File: config.mk
export PLATFORM = sky130hd
export DESIGN_NAME = pt2272_decoder
export DESIGN_NICKNAME = d
export VERILOG_FILES = /design/src/rtl/pt22xx_pkg.sv /design/src/rtl/pt2272_pulse_classifier.sv /design/src/rtl/pt2272_decoder.sv
export SDC_FILE = /design/constraint.sdc
export NUM_CORES = 1
export LEC_CHECK = 0
export CAP_MARGIN = 30
export CORE_ASPECT_RATIO = 1.5
export CORE_MARGIN = 10
export CORE_UTILIZATION = 30
export DETAILED_ROUTE_END_ITERATION = 8
export HOLD_SLACK_MARGIN = 0.08
export MAX_ROUTING_LAYER = met4
export PLACE_DENSITY_LB_ADDON = 0.12
export SETUP_SLACK_MARGIN = 0.2
export SLEW_MARGIN = 20
export SYNTH_ARGS = -nofsm -noshare
export SYNTH_HDL_FRONTEND = slang
export SYNTH_SLANG_ARGS = --single-unit
export TNS_END_PERCENT = 50
File: constraint.sdc
create_clock -name clk -period 5.4 [get_ports clk]
set_input_delay 1.08 -clock clk [delete_from_list [all_inputs] [get_ports clk]]
set_output_delay 1.08 -clock clk [all_outputs]
set_load 0.01 [all_outputs]
File: src/rtl/pt22xx_pkg.sv
// Shared PT2262/PT2272 protocol definitions: symbol codes, alpha widths,
// pulse classification limits and the two-pulse symbol decoder.
package pt22xx_pkg;

  typedef enum logic [1:0] {
    BIT_0    = 2'b00,
    BIT_1    = 2'b01,
    BIT_F    = 2'b10,
    BIT_SYNC = 2'b11
  } sym_e;

  typedef enum logic [1:0] {
    S_HUNT,
    S_RECV,
    S_CHECK,
    S_ERROR
  } dec_state_e;

  typedef struct packed {
    logic valid;
    sym_e sym;
  } sym_dec_t;

  localparam int ALPHA_SHORT = 4;
  localparam int ALPHA_LONG  = 12;
  localparam int ALPHA_SYNC  = 128;

  // Limits sit midway between nominal widths so either edge may jitter.
  localparam logic [7:0] SHORT_MIN = 8'(ALPHA_SHORT / 2);
  localparam logic [7:0] LONG_MIN  = 8'((ALPHA_SHORT + ALPHA_LONG) / 2);
  localparam logic [7:0] SHORT_MAX = LONG_MIN - 8'd1;
  localparam logic [7:0] LONG_MAX  = 8'(ALPHA_LONG + ALPHA_SHORT - 1);
  localparam logic [7:0] SYNC_MIN  = 8'(ALPHA_SYNC / 4);
  localparam logic [7:0] WIDTH_SAT = 8'hFF;

  localparam logic [3:0] NUM_SYMS = 4'd12;

  function automatic sym_dec_t decode_sym(input logic first_long, input logic second_long);
    sym_dec_t d;
    d.valid = 1'b1;
    case ({first_long, second_long})
      2'b00:   d.sym = BIT_0;
      2'b11:   d.sym = BIT_1;
      2'b01:   d.sym = BIT_F;
      default: begin d.sym = BIT_SYNC; d.valid = 1'b0; end
    endcase
    return d;
  endfunction

endpackage

File: src/rtl/pt2272_pulse_classifier.sv
// Synchronizes the serial waveform, measures each level in alpha units and
// emits one-cycle strobes for SHORT/LONG/ERR high pulses and SYNC_GAP lows.
module pt2272_pulse_classifier
  import pt22xx_pkg::*;
#(
  parameter int ALPHA_CLKS = 250
) (
  input  logic clk,
  input  logic reset,
  input  logic cod_i,
  output logic o_tick,
  output logic o_short,
  output logic o_long,
  output logic o_err,
  output logic o_sync
);

  localparam int PW = (ALPHA_CLKS > 1) ? $clog2(ALPHA_CLKS) : 1;
  localparam logic [PW-1:0] PRE_LAST = PW'(ALPHA_CLKS - 1);

  logic          r_s1, r_s2, r_lvl;
  logic [PW-1:0] r_pre;
  logic [7:0]    r_width;

  logic w_edge, w_tick, w_fall, w_is_short, w_is_long;

  assign w_edge     = r_s2 ^ r_lvl;
  assign w_tick     = !w_edge && (r_pre == PRE_LAST);
  assign w_fall     = w_edge && !r_s2;
  assign w_is_short = (r_width >= SHORT_MIN) && (r_width <= SHORT_MAX);
  assign w_is_long  = (r_width >= LONG_MIN) && (r_width <= LONG_MAX);

  always_ff @(posedge clk) begin
    if (reset) begin
      r_s1    <= 1'b0;
      r_s2    <= 1'b0;
      r_lvl   <= 1'b0;
      r_pre   <= '0;
      r_width <= '0;
      o_tick  <= 1'b0;
      o_short <= 1'b0;
      o_long  <= 1'b0;
      o_err   <= 1'b0;
      o_sync  <= 1'b0;
    end else begin
      r_s1  <= cod_i;
      r_s2  <= r_s1;
      r_lvl <= r_s2;
      // Prescaler phase restarts on each edge so widths are measured from it.
      if (w_edge || w_tick) r_pre <= '0;
      else                  r_pre <= r_pre + 1'b1;
      if (w_edge)                                r_width <= '0;
      else if (w_tick && r_width != WIDTH_SAT)   r_width <= r_width + 8'd1;
      o_tick  <= w_tick;
      o_short <= w_fall && w_is_short;
      o_long  <= w_fall && w_is_long;
      o_err   <= w_fall && !w_is_short && !w_is_long;
      // Fires while the low is still in progress, once per low period.
      o_sync  <= w_tick && !r_s2 && (r_width == SYNC_MIN - 8'd1);
    end
  end

endmodule

File: src/rtl/pt2272_decoder.sv
// PT2272-style decoder: assembles 12 tri-state symbols, matches the address,
// and latches data after two consecutive identical accepted frames.
module pt2272_decoder
  import pt22xx_pkg::*;
#(
  parameter int ALPHA_CLKS = 250,
  parameter int VT_TIMEOUT = 1024
) (
  input  logic       clk,
  input  logic       reset,
  input  logic       cod_i,
  input  logic [7:0] A,
  input  logic [7:0] A_F,
  output logic [3:0] D,
  output logic       vt,
  output logic       frame_err
);

  localparam int TW = $clog2(VT_TIMEOUT + 1);
  localparam logic [TW-1:0] TO_MAX  = TW'(VT_TIMEOUT);
  localparam logic [TW-1:0] TO_LAST = TW'(VT_TIMEOUT - 1);

  logic w_tick, w_short, w_long, w_err, w_sync;

  pt2272_pulse_classifier #(
    .ALPHA_CLKS(ALPHA_CLKS)
  ) u_cls (
    .clk    (clk),
    .reset  (reset),
    .cod_i  (cod_i),
    .o_tick (w_tick),
    .o_short(w_short),
    .o_long (w_long),
    .o_err  (w_err),
    .o_sync (w_sync)
  );

  dec_state_e       r_state, w_state_nxt;
  logic [3:0]       r_idx;
  logic             r_half, r_first_long, r_tail;
  logic [11:0][1:0] r_sym;
  logic [1:0]       r_cnt;
  logic [3:0]       r_prev_data;
  logic [TW-1:0]    r_to;

  logic     w_first, w_store, w_tail, w_clr;
  sym_dec_t w_dec;
  logic     w_ok;
  logic [3:0] w_data;
  logic [1:0] w_cnt_nxt;

  always_ff @(posedge clk) begin
    if (reset) r_state <= S_HUNT;
    else       r_state <= w_state_nxt;
  end

  always_comb begin
    w_state_nxt = r_state;
    w_first     = 1'b0;
    w_store     = 1'b0;
    w_tail      = 1'b0;
    w_clr       = 1'b0;
    w_dec       = decode_sym(r_first_long, w_long);
    case (r_state)
      S_HUNT: if (w_sync) begin
        w_state_nxt = S_RECV;
        w_clr       = 1'b1;
      end
      S_RECV: begin
        if (r_idx < NUM_SYMS) begin
          if (w_sync || w_err) w_state_nxt = S_ERROR;
          else if (w_short || w_long) begin
            if (!r_half)           w_first     = 1'b1;
            else if (!w_dec.valid) w_state_nxt = S_ERROR;
            else                   w_store     = 1'b1;
          end
        end else begin
          // After the 12 symbols only the sync bit (short high, long low) may follow.
          if (w_sync)                    w_state_nxt = r_tail ? S_CHECK : S_ERROR;
          else if (w_short && !r_tail)   w_tail      = 1'b1;
          else if (w_short || w_long || w_err) w_state_nxt = S_ERROR;
        end
      end
      S_CHECK: begin
        w_state_nxt = S_RECV;
        w_clr       = 1'b1;
      end
      default: begin
        w_state_nxt = S_HUNT;
        w_clr       = 1'b1;
      end
    endcase
  end

  always_comb begin
    w_ok   = 1'b1;
    w_data = '0;
    for (int i = 0; i < 8; i++) begin
      if (A_F[i]) begin
        if (r_sym[i] != BIT_F) w_ok = 1'b0;
      end else if (r_sym[i] != {1'b0, A[i]}) begin
        w_ok = 1'b0;
      end
    end
    for (int i = 0; i < 4; i++) begin
      if (r_sym[8+i][1]) w_ok = 1'b0;
      w_data[i] = r_sym[8+i][0];
    end
    if (r_cnt != 2'd0 && w_data == r_prev_data)
      w_cnt_nxt = (r_cnt == 2'd3) ? 2'd3 : r_cnt + 2'd1;
    else
      w_cnt_nxt = 2'd1;
  end

  always_ff @(posedge clk) begin
    if (reset) begin
      r_idx        <= '0;
      r_half       <= 1'b0;
      r_first_long <= 1'b0;
      r_tail       <= 1'b0;
      r_sym        <= '0;
      r_cnt        <= '0;
      r_prev_data  <= '0;
      r_to         <= '0;
      D            <= 4'h0;
      vt           <= 1'b0;
      frame_err    <= 1'b0;
    end else begin
      frame_err <= 1'b0;
      if (w_clr) begin
        r_idx  <= '0;
        r_half <= 1'b0;
        r_tail <= 1'b0;
      end
      if (w_first) begin
        r_half       <= 1'b1;
        r_first_long <= w_long;
      end
      if (w_store) begin
        r_sym[r_idx] <= w_dec.sym;
        r_idx        <= r_idx + 4'd1;
        r_half       <= 1'b0;
      end
      if (w_tail) r_tail <= 1'b1;

      if (w_tick && r_to != TO_MAX) r_to <= r_to + 1'b1;
      if (w_tick && r_to == TO_LAST) begin
        vt    <= 1'b0;
        r_cnt <= '0;
      end

      if (r_state == S_ERROR) begin
        frame_err <= 1'b1;
        r_cnt     <= '0;
      end
      // Frame verdict; an accepted frame wins over a coincident timeout.
      if (r_state == S_CHECK) begin
        if (!w_ok) begin
          frame_err <= 1'b1;
          r_cnt     <= '0;
        end else begin
          r_cnt       <= w_cnt_nxt;
          r_prev_data <= w_data;
          r_to        <= '0;
          if (w_cnt_nxt >= 2'd2) begin
            D  <= w_data;
            vt <= 1'b1;
          end
        end
      end
    end
  end

endmodule

# [Word level (Yosys, flattened, before mapping)]
# Cells that the tools add are included.
[op_classes] eq_ne=34 bitwise_logic=1 n_reduce_logical=39 mux=82 n_addsub=5 magnitude_cmp=8
[op_table] op="2-to-1 mux 1 bit" n=56
[op_table] op="2-to-1 mux 11 bit" n=3
[op_table] op="2-to-1 mux 2 bit" n=16
[op_table] op="bitwise mux 24 bit" n=1
[op_table] op="adder 8 x 1 -> 8 bit, second input constant" n=2
[op_table] op="logical AND 1 bit" n=16
[op_table] op="inequality test 2 x 1 -> 1 bit" n=8
[op_table] op="inequality test 2 bit, second input constant" n=8
[op_table] op="inequality test 4 bit, second input constant" n=3
[op_table] op="case mux 2 bit (3 select lines)" n=2
[op_table] op="adder 11 x 1 -> 11 bit, second input constant" n=1
[op_table] op="equality test 11 x 10 -> 1 bit, second input constant" n=1
[op_table] op="inequality test 11 bit, second input constant" n=1
[op_table] op="demux 2 bit (select 4 bit)" n=1
[op_table] op="equality test 2 bit, second input constant" n=4
[op_table] op="equality test 8 x 5 -> 1 bit, second input constant" n=1
[op_table] op="equality test 8 bit, second input constant" n=1
[op_table] op="greater-or-equal comparator 8 x 2 -> 1 bit, second input constant" n=1
[op_table] op="greater-or-equal comparator 8 x 4 -> 1 bit, second input constant" n=1
[op_table] op="less-or-equal comparator 8 x 3 -> 1 bit, second input constant" n=1
[op_table] op="less-or-equal comparator 8 x 4 -> 1 bit, second input constant" n=1
[op_table] op="2-to-1 mux 4 bit" n=2
[op_table] op="inequality test 4 x 3 -> 1 bit, second input constant" n=2
[op_table] op="inequality test 8 bit, second input constant" n=1
[op_table] op="other kinds (21)" n=35
[word_totals] register_bits=80

# [Depth between registers and ports, before layout]
[logic_depth] ltp_word=23 mapped_depth=8

# [By module]
# From an unflattened synthesis, not the netlist that was laid out.
[unflattened] hier_cells=413 hier_area_um2=3791.1
[modules_own_cells] mod="pt2272_decoder" n_inst=1 seq_area_each_um2=1121.1 cells_per_inst=304 area_each_um2=2796.4
[modules_own_cells] mod="pt2272_pulse_classifier" n_inst=1 seq_area_each_um2=480.5 cells_per_inst=109 area_each_um2=994.7

# [Worst setup path after synthesis]
# No wires, ideal clock.
[synth_path] path_type="input port to flip-flop" from="in A_F[4]" to="reg r_to[0]" cell_stages=6 n_path_buf=1 setup_ps=117 arrival_ps=2350 t_required_ps=5283 path_slack_ps=2933 cell_sequence="xor2_1 nor4_1 nand3_2 o31ai_1 buf_2 nor2_1"
[synth_via] elab_chain_len=13 elab_cells_between_ends=16
[synth_lines] item="start, declared" line_no="pt2272_decoder.sv:13" source="input logic [7:0] A_F,"
[synth_lines] item="2-to-1 mux 1 bit *" line_no="pt2272_decoder.sv:99" source="if (A_F[i]) begin"
[synth_lines] item="2-to-1 mux 1 bit (on tied branches)" line_no="pt2272_decoder.sv:101, pt2272_decoder.sv:100"
[synth_lines] item="2-to-1 mux 1 bit *" line_no="pt2272_decoder.sv:99"
[synth_lines] item="2-to-1 mux 1 bit (on tied branches)" line_no="pt2272_decoder.sv:101, pt2272_decoder.sv:100"
[synth_lines] item="2-to-1 mux 1 bit *" line_no="pt2272_decoder.sv:99"
[synth_lines] item="2-to-1 mux 1 bit (on tied branches)" line_no="pt2272_decoder.sv:101, pt2272_decoder.sv:100"
[synth_lines] item="2-to-1 mux 1 bit *" line_no="pt2272_decoder.sv:99"
[synth_lines] item="2-to-1 mux 1 bit * (4 in series)" line_no="pt2272_decoder.sv:106" source="if (r_sym[8+i][1]) w_ok = 1'b0;"
[synth_lines] item="2-to-1 mux 11 bit *" line_no="pt2272_decoder.sv:158" source="if (!w_ok) begin"
[synth_lines] item="2-to-1 mux 11 bit *" line_no="pt2272_decoder.sv:157" source="if (r_state == S_CHECK) begin"
[synth_lines] item="end signal, assigned" line_no="pt2272_decoder.sv:146" source="if (w_tick && r_to != TO_MAX) r_to <= r_to + 1'b1;"
[synth_lines] item="end, declared" line_no="pt2272_decoder.sv:44" source="logic [TW-1:0] r_to;"
# Mark *: on every way between the ends. The rest lies on a longest branch, timed or not.
# A chain may end at the register's enable or synchronous reset.

# [Worst setup path in the final report]
[layout_path] from="in A[7]" to="reg D[0]"
[layout_via] elab_chain_len=8
[layout_lines] item="start, declared" line_no="pt2272_decoder.sv:12" source="input logic [7:0] A,"
[layout_lines] item="inequality test 2 x 1 -> 1 bit" line_no="pt2272_decoder.sv:101" source="end else if (r_sym[i] != {1'b0, A[i]}) begin"
[layout_lines] item="2-to-1 mux 1 bit" line_no="pt2272_decoder.sv:101"
[layout_lines] item="2-to-1 mux 1 bit" line_no="pt2272_decoder.sv:99"
[layout_lines] item="2-to-1 mux 1 bit (4 in series)" line_no="pt2272_decoder.sv:106"
[layout_lines] item="AND reduction 3 bit (no source line)"
[layout_lines] item="end signal, assigned" line_no="pt2272_decoder.sv:166" source="D <= w_data;"
[layout_lines] item="end, declared" line_no="pt2272_decoder.sv:14" source="output logic [3:0] D,"
# Every way passes these cells.

==> results.md <==
* Reg area at 0.00160 sq mm
* Layout area overhead at 18.4%
* Syn_nets at 446
* Max incr delay on CP at 0.60 ns
* Die width at 111 um
* CTS Buf Count at 9
* Die Footprint at 0.0175 sq mm
* Fraction of layout cells with a size suffix above 1 at 5.67%
* Reg2reg end: r_sym[3]
* CP Cell Sequence: clkdlybuf4s50_1 > nor4bb_1 > a311o_1 > nand4_1 > nand4bb_1 > mux2i_1
* Crit-path max FO at 12
* Hold worst-path end: u_cls.r_s2
* Hold Crit Depth at 1
* H-tree level count at 3
* Gpl congestion at 0.772
* Iteration-0 DRC Markers at 73
* CP arrival at 3.24 ns
* Top Family by Delay on Critical Path: simple AND/OR/NAND/NOR gates
* Placed instance area at 0.00413 sq mm
* Critical path's slowest cell: nand4bb_1
* Largest net degree at the start of global routing at 28
* Final WL at 8.10 mm
* Syn Std Cell Area at 0.00376 sq mm
* Hold-fix buffers, CTS at 0
* Final Hold Vio Count at 0
* Area occupied by multi-input gates at 0.00198 sq mm
* Post-Layout Inst Area at 0.00445 sq mm
* CORE AREA at 0.0124 sq mm
* Vias in the first global route at 2919
* Worst skew pair latency at 0.33 ns
* Cts repair resizes at 0
* Die height at 157 um
* Postcts setup bufs at 0
* Post-synth ARST share at 0%
* Synth Warn # at 0
* DR DRC count at 0
* Initial antenna violation count at 0
* F_max at 329 MHz
* Status: finished clean
* Worst min path class: reg2reg
* Synth Flop Type: dfxtp_1
* Flops & latches, synth at 80
* Most frequent cells in the layout: dfxtp_1, nand2_1, nor2_1, clkdlybuf4s50_1, mux2i_1
* Pins over their slew limit at 0
* Post-synth EDFFs at 0
* Post-synthesis area per instance at 9.08 sq um
* Total Power Consumption at 1.29 mW
* Yosys cell types at 52
* CTS root buffer: clkbuf_16
* Vias at 2907
* Pre-CTS setup slack at 2.00 ns
* Final period util at 56.2%
* Worst setup SP type: input port
* CTS tree: yes
* Setup TNS Final at 0 ns
* Post-synthesis sequential area ratio at 42.6%
* Synth area leaders: dfxtp_1, mux2i_1, xnor2_1, ha_1, nand2_1
* Worst Tran Pin Value at 0.812 ns
* Worst Path Buf+Inv at 1
* # placed instances at 581
* Fillers at 1272
* Final setup fails at 0
* Fin cells at 597
* Final ANT Viol Nets at 0
* Worst Hold Launch: u_cls.r_s1
* IO Pins at 25
* Clock Skew at 0.0102 ns
* Inserted Diodes at 0
* Commonest non-fill, non-tap cell in the layout: dfxtp_1
* # rows at 50
* Area leader, netlist: dfxtp_1
* CTS clk-pin slew, worst paths at 0.06 ns
* MaxCap Viol Count at 0
* Slew margin rel. at 45.8%
* Crit end category: register
* Leak pwr at 1.63 nW
* I/O Buffers at 24
* R2R Setup Slk at 3.23 ns
* WS Path Type: in2reg
* Nets at 468
* Worst setup margin at 2.36 ns
* Starting density of the core at 30.3%
* Global Route Usage Sum at 9.86%
* Worst vdd ir at 0.163 mV
* First-pass GRT wire length at 14.0 mm
* Longest Clk Path Bufs at 2
* Gr ovfl total at 0
* Top-area cell type share of the netlist area at 42.6%
* Avg WL per Cell at 13.6 um
* Fin crit period at 3.04 ns
* Worst R2R Path Depth at 5
* DR pass1 iterations at 4
* Unrepaired setup endpoints after global routing: false
* Post-detail-place hpwl at 5.95 mm
* Crit path required time at 5.61 ns
* PwrDens at 290 mW/mm^2
* Mapped Cells at 414
* Via density at 4.87
* Clock sink count at 80
* R2r startpoint: r_state[1]
per-stage QoR:
step | hold WS, ns | utilization (%)
floorplan | 0.414 | -
global placement | 0.438 | 33.3
detailed placement | 0.438 | 33.3
CTS | 0.456 | 35.9
global route | 0.468 | 35.9
finish | 0.446 | 35.9
per-layer routing:
metal  global-route usage, %  share of wire, %  up-vias  wire (um)
li1                        -                 -     1502          -
met1                    10.9                45     1351       3640
met3                    2.25               3.0       11        246
met2                    16.8                51       43       4100
met4                    3.93               1.4        0        115
met5                       -                 0        -          0
cell families (layout without fill, tap and decap cells):
logic type / Yosys count / in the layout / share of synthesized area [%]
AO/OA/AOI/OAI: 59 / 59 / 10.6
XOR/XNOR: 33 / 33 / 7.69
adder cells (fa/ha/maj): 13 / 13 / 4.33
buffers and inverters: 37 / 64 / 4.56
flip-flops: 80 / 80 / 42.6
multiplexers: 24 / 24 / 6.46
AND/OR/NAND/NOR: 168 / 168 / 23.7
worst register-to-register path, stage by stage, from the launching register on:
cell and delay (ns):
dfxtp_1 0.43, nor4b_4 0.34, and4bb_1 0.42, nor3b_4 0.51
a21oi_1 0.14, a311oi_1 0.25
registers in the layout, summed over array words and instances, names as in the netlist, 2 cells and up:
signal / cells
D: 4
r_cnt: 2
r_idx: 4
r_prev_data: 4
r_state: 2
r_sym: 24
r_to: 11
u_cls.r_pre: 8
u_cls.r_width: 8
cells in the mapped netlist, types with 8 or more instances:
cell type  number
ha_1           13
dfxtp_1        80
nor2_1         42
nand3_1        18
clkbuf_1        9
mux2i_1        22
inv_1          19
xnor2_1        20
a21oi_1        21
nand2_1        42
nor4_1          9
a311oi_1        8
xor2_1         13
how the worst max path moves through the flow:
stage	cells after the start	endpoint	from
floorplan	6	r_to[0]	A_F[4]
finish	6	D[0]	A[7]
detailed placement	6	D[0]	A[7]
CTS	6	D[3]	A[7]
global placement	6	D[2]	A[7]
global route	6	D[0]	A[7]
power by group:
part,leakage (nW),internal [mW],switching (mW)
clock,0.153,0.419,0.235
sequential,0.645,0.593,0.00198
combinational,0.833,0.0201,0.0207
layout make-up:
type	count	area share, %
Tap cell	156	4.39
Clock buffer	12	5.54
Inverter	20	1.69
Sequential cell	80	36.0
Clock inverter	4	1.72
Timing Repair Buffer	28	6.07
Multi-Input combinational cell	297	44.6
Power figures use the tool's default switching activity.
